--- config.mk ---
export PLATFORM = sky130hd
export DESIGN_NAME = uart_rx_oversampled
export DESIGN_NICKNAME = d
export VERILOG_FILES = /design/src/rtl/uart_rx_oversampled.sv
export SDC_FILE = /design/constraint.sdc
export NUM_CORES = 1
export LEC_CHECK = 0
export CAP_MARGIN = 25
export CORE_ASPECT_RATIO = 1.2
export CORE_MARGIN = 5
export CORE_UTILIZATION = 60
export CTS_BUF_LIST = sky130_fd_sc_hd__clkbuf_8
export CTS_CLUSTER_DIAMETER = 80
export DETAILED_ROUTE_END_ITERATION = 12
export GPL_TIMING_DRIVEN = 0
export PLACE_DENSITY = 0.93
export REMOVE_ABC_BUFFERS = 1
export SYNTH_ARGS = -nofsm -noshare
export SYNTH_HDL_FRONTEND = slang
export SYNTH_SLANG_ARGS = --single-unit
--- constraint.sdc ---
create_clock -name clk -period 4.4 [get_ports clk]
set_clock_uncertainty 0.1 [all_clocks]
set_input_delay 0.88 -clock clk [delete_from_list [all_inputs] [get_ports clk]]
set_output_delay 0.88 -clock clk [all_outputs]
set_load 0.03 [all_outputs]
--- src/rtl/uart_rx_oversampled.sv ---
`default_nettype none
// ============================================================================
// Module   : uart_rx_oversampled
// Purpose  : 8N1 UART receiver. The asynchronous serial line is brought into
//            the clk domain through a two-flop synchronizer. Start detection,
//            mid-bit sampling and stop checking all use BAUD_DIV clk cycles
//            per bit. Received bytes are offered on a valid/ready handshake.
//            Framing errors and overruns are reported as one-cycle pulses.
// Ports    : clk        in   system clock, all logic on posedge
//            reset      in   synchronous active-high reset
//            rx         in   serial line, idle high, asynchronous to clk
//            data_out   out  received byte, stable while data_valid is high
//            data_valid out  byte available, held until accepted
//            data_ready in   consumer accepts when data_valid && data_ready
//            busy       out  receiver is inside a frame (state != IDLE)
//            frame_err  out  one-cycle pulse, stop bit sampled low
//            overrun    out  one-cycle pulse, completed byte dropped
// Revision : 1.0  initial release
// ============================================================================
module uart_rx_oversampled #(
  parameter int BAUD_DIV = 4
) (
  input  logic       clk,
  input  logic       reset,
  input  logic       rx,
  output logic [7:0] data_out,
  output logic       data_valid,
  input  logic       data_ready,
  output logic       busy,
  output logic       frame_err,
  output logic       overrun
);

  localparam int          HALF_DIV    = BAUD_DIV / 2;
  localparam logic [15:0] C_BAUD_LAST = 16'(BAUD_DIV - 1);
  localparam logic [15:0] C_HALF_LAST = 16'(HALF_DIV - 1);

  localparam logic [2:0] S_IDLE  = 3'd0;
  localparam logic [2:0] S_START = 3'd1;
  localparam logic [2:0] S_DATA  = 3'd2;
  localparam logic [2:0] S_STOP  = 3'd3;
  localparam logic [2:0] S_BREAK = 3'd4;

  logic        rx_meta_q, rx_s_q;
  logic [2:0]  state_q, state_d;
  logic [15:0] cnt_q, cnt_d;
  logic [2:0]  idx_q, idx_d;
  logic [7:0]  shift_q, shift_d;
  logic [7:0]  data_q, data_d;
  logic        valid_q, valid_d;
  logic        ferr_q, ferr_d;
  logic        ovr_q, ovr_d;

  logic w_baud_done;
  logic w_half_done;
  logic w_stop_sample;

  assign w_baud_done   = (cnt_q == C_BAUD_LAST);
  assign w_half_done   = (cnt_q == C_HALF_LAST);
  assign w_stop_sample = (state_q == S_STOP) && w_baud_done;

  // State and datapath registers
  always_ff @(posedge clk) begin
    if (reset) begin
      rx_meta_q <= 1'b1;
      rx_s_q    <= 1'b1;
      state_q   <= S_IDLE;
      cnt_q     <= 16'd0;
      idx_q     <= 3'd0;
      shift_q   <= 8'h00;
      data_q    <= 8'h00;
      valid_q   <= 1'b0;
      ferr_q    <= 1'b0;
      ovr_q     <= 1'b0;
    end else begin
      rx_meta_q <= rx;
      rx_s_q    <= rx_meta_q;
      state_q   <= state_d;
      cnt_q     <= cnt_d;
      idx_q     <= idx_d;
      shift_q   <= shift_d;
      data_q    <= data_d;
      valid_q   <= valid_d;
      ferr_q    <= ferr_d;
      ovr_q     <= ovr_d;
    end
  end

  // Next-state and bit-timing logic
  always_comb begin
    state_d = state_q;
    cnt_d   = cnt_q;
    idx_d   = idx_q;
    shift_d = shift_q;
    case (state_q)
      S_IDLE: begin
        if (!rx_s_q) begin
          state_d = S_START;
          cnt_d   = 16'd0;
        end
      end
      S_START: begin
        if (w_half_done) begin
          // Line back high at mid start bit: treat as a glitch.
          state_d = rx_s_q ? S_IDLE : S_DATA;
          cnt_d   = 16'd0;
          idx_d   = 3'd0;
        end else begin
          cnt_d = cnt_q + 16'd1;
        end
      end
      S_DATA: begin
        if (w_baud_done) begin
          shift_d = {rx_s_q, shift_q[7:1]};
          cnt_d   = 16'd0;
          idx_d   = idx_q + 3'd1;
          if (idx_q == 3'd7) begin
            state_d = S_STOP;
          end
        end else begin
          cnt_d = cnt_q + 16'd1;
        end
      end
      S_STOP: begin
        if (w_baud_done) begin
          cnt_d   = 16'd0;
          state_d = rx_s_q ? S_IDLE : S_BREAK;
        end else begin
          cnt_d = cnt_q + 16'd1;
        end
      end
      S_BREAK: begin
        // A held-low line stays here so it reports only one framing error.
        if (rx_s_q) begin
          state_d = S_IDLE;
        end
      end
      default: begin
        state_d = S_IDLE;
        cnt_d   = 16'd0;
        idx_d   = 3'd0;
      end
    endcase
  end

  // Delivery, handshake and status outputs
  always_comb begin
    data_d  = data_q;
    valid_d = valid_q;
    ferr_d  = 1'b0;
    ovr_d   = 1'b0;
    if (valid_q && data_ready) begin
      valid_d = 1'b0;
    end
    if (w_stop_sample && rx_s_q) begin
      // A byte accepted in this same cycle frees the slot for the new one.
      if (!valid_q || data_ready) begin
        data_d  = shift_q;
        valid_d = 1'b1;
      end else begin
        ovr_d = 1'b1;
      end
    end
    if (w_stop_sample && !rx_s_q) begin
      ferr_d = 1'b1;
    end
    busy = (state_q != S_IDLE);
  end

  assign data_out   = data_q;
  assign data_valid = valid_q;
  assign frame_err  = ferr_q;
  assign overrun    = ovr_q;

endmodule
`default_nettype wire

==> impl_results.md <==
- Global-route wire length before repair: 6350 µm
- Wire length on met1: 1630 µm
- Fillers: 244
- First-iteration detailed-routing DRC count: 95
- Cells after synthesis: 213
- Synth warn: 0
- Post-DP HPWL: 2680 µm
- Metal3 WL: 128 µm
- Post-synth EDFFs: 0
- Outcome: completed
- Setup crit end kind: register
- CP required: 4520 ps
- Yosys cell types: 45
- CP startpoint kind: primary input
- Max_cap viols: 0
- Via density: 6.06
- Routability-driven placement congestion ratio: 0.899
- WL met2: 1940 µm
- Sequential share of the synthesized area: 0.444
- Post-CTS sizing: 0
- CTS sink count: 43
- Drt wl/cell: 14.6 µm
- Hold_buf cts: 0
- Post CTS Setup Buffer Count: 0
- Yosys top cell area share: 0.444
- CTS tree: yes
- Final critical-path required period: 3260 ps
- Reg area: 861 µm²
- Setup violators final: 0
- Fin Setup TNS: 0 ps
- Max VDD drop: 278 µV
- Worst-Skew Late Latency: 300 ps
- Maximum buffer depth of the clock tree: 2
- Highest Signal Layer: met4
- Synthesized area per cell: 9.09 µm²
- CTS buffer count: 5
- Dpl ws: 910 ps
- Fmax: 0.306 GHz
- Fraction of registers with async set or reset after synthesis: 0
- Chip width: 61.9 µm
- Post-Layout Cell Count: 261
- Area leader, netlist: dfxtp_1
- Clock H-tree levels: 2
- Ports: 16
- DR vias: 1581
- DRC Markers: 0
- Initial antenna violation count: 0
- Buffers added on ports: 15
- Number of global-route vias before repair: 1495
- Pwr Density: 330 mW/mm²
- Pleak: 0.843 nW
- Crit path max fanout: 29
- Starting Density: 0.628
- Area growth, synth to finish: 13.4%
- Worst hold slack: 324 ps
- Detailed Routing Iterations Pass 1: 4
- Die Ht: 72.2 µm
- Mapped cell area: 0.00194 mm²
- Min setup slack post-route: 1140 ps
- Total grt overflow: 0
- Core box area: 0.00308 mm²
- Tot GR Track Use: 0.189
- Worst Hold Class: reg -> reg
- Layout cells sized above 1: 0.0933
- Largest net degree at the start of global routing: 30
- Row count: 22
- RSZ-0062 raised after global routing: false
- Die ar.: 0.00447 mm²
- Critical path type: in -> reg
- Placed cell count: 253
- Post-synth top flop: dfxtp_1
- Ranking of synthesized cells by area: dfxtp_1 (44%), mux2i_1 (9.8%), nand2_1 (4.3%), nor2_1 (4.1%), nand3_1 (3.9%)
- Period utilization: 0.742
- CTS clk-pin slew, worst paths: 80 ps
- Final WL: 3810 µm
- Routed Antenna Nets: 0
- Relative slew margins: 0.311
- Final Slew Violations: 0
- Endpoints failing hold: 0
- NumNets Final: 232
- Crit path DAT: 3380 ps
- Multi-input combinational cell area: 0.00101 mm²
- Slew @ Worst Pin: 1030 ps
- ANT cells: 0
- Root Buffer: clkbuf_8
- Synth Register Bits: 43
[placed cells by master (no fill, tap or decap), types with 2 or more instances in the layout]
cell             count
clkdlybuf4s50_1     15
nor3_1               8
xor2_1               3
mux2i_1             19
a22o_1               3
o21ai_0              5
nand4_1              4
o31ai_1              3
nand2_1             22
dfxtp_1             43
and3_1               6
nor2_1              21
clkbuf_8             5
ha_1                 4
or2_2                6
nand3_1             15
inv_1                4
nand2b_1             2
a211oi_1             3
or3_1                5
a21oi_1              4
[flip-flops by register name, indices dropped and copies added (netlist names)]
name and flops:
rx_s_q 1, frame_err 1, overrun 1, data_out 8, state_q 3, data_valid 1
shift_q 8, rx_meta_q 1, idx_q 3, cnt_q 16
[area by class of cell]
type	count	share of cell area
clock inverters	3	0.0199
repair buffers	15	0.0684
inverters	4	0.00684
well taps	36	0.0205
flip-flops and latches	43	0.392
clock buffers	5	0.0313
multi-input cells	155	0.461
[per-layer routing]
metal	GRT usage	up-vias
met1	0.211	752
li1	-	782
met4	0.101	0
met3	0.0427	13
met2	0.322	34
met5	0	-
[synth_stat cells (2+ instances only)]
| cell | number |
|---|---|
| nor3_1 | 8 |
| inv_1 | 4 |
| nor2_1 | 21 |
| o21ai_0 | 5 |
| ha_1 | 4 |
| and3_1 | 6 |
| clkbuf_1 | 8 |
| nand3_1 | 15 |
| or2_2 | 6 |
| o31ai_1 | 3 |
| or3_1 | 5 |
| nand4_1 | 4 |
| a211oi_1 | 3 |
| a21oi_1 | 4 |
| xor2_1 | 3 |
| a22o_1 | 3 |
| nand2b_1 | 2 |
| mux2i_1 | 19 |
| nand2_1 | 22 |
| dfxtp_1 | 43 |
[where the power goes]
part           switching, mW  leakage, nW  internal [mW]  total (mW)
clock network          0.136       0.0581          0.169       0.305
logic                 0.0162        0.438        0.00946      0.0257
registers            0.00284        0.347          0.391       0.394
[logic make-up (layout without fill, tap and decap cells)]
| kind of cell | after synthesis | in the layout | synth area share |
|---|---|---|---|
| AO/OA/AOI/OAI | 28 | 28 | 0.103 |
| XOR/XNOR | 4 | 4 | 0.0181 |
| adder cells (fa/ha/maj) | 4 | 4 | 0.0258 |
| buffers and inverters | 15 | 27 | 0.0355 |
| flip-flops | 43 | 43 | 0.444 |
| multiplexers | 20 | 20 | 0.104 |
| AND/OR/NAND/NOR | 99 | 99 | 0.269 |
[per-stage QoR]
stage               utilization  power, mW  area (µm²)
floorplan                     -      0.416        1880
global placement          0.674      0.427        2080
detailed placement        0.676      0.428        2080
CTS                       0.712      0.730        2200
global route              0.712      0.749        2200
finish                    0.712      0.724        2200
[final timing paths]
kind	slack (ps)	end	from	cells past startpoint
setup reg to reg	1860	shift_q[3]$_SDFFE_PP0P_	cnt_q[6]$_SDFFE_PP0P_	5
hold / removal	320	rx_s_q$_SDFF_PP1_	rx_meta_q$_SDFF_PP1_	1
hold reg to reg	320	rx_s_q$_SDFF_PP1_	rx_meta_q$_SDFF_PP1_	1
setup / recovery	1140	cnt_q[12]$_SDFFE_PP0P_	reset	5
[worst max-delay path: stages]
cell	delay, ps
clkdlybuf4s50_1	940
or3_1	730
a21oi_1	470
nand2_1	150
o31ai_1	210
Note: power is estimated with default switching activity, not from simulation.
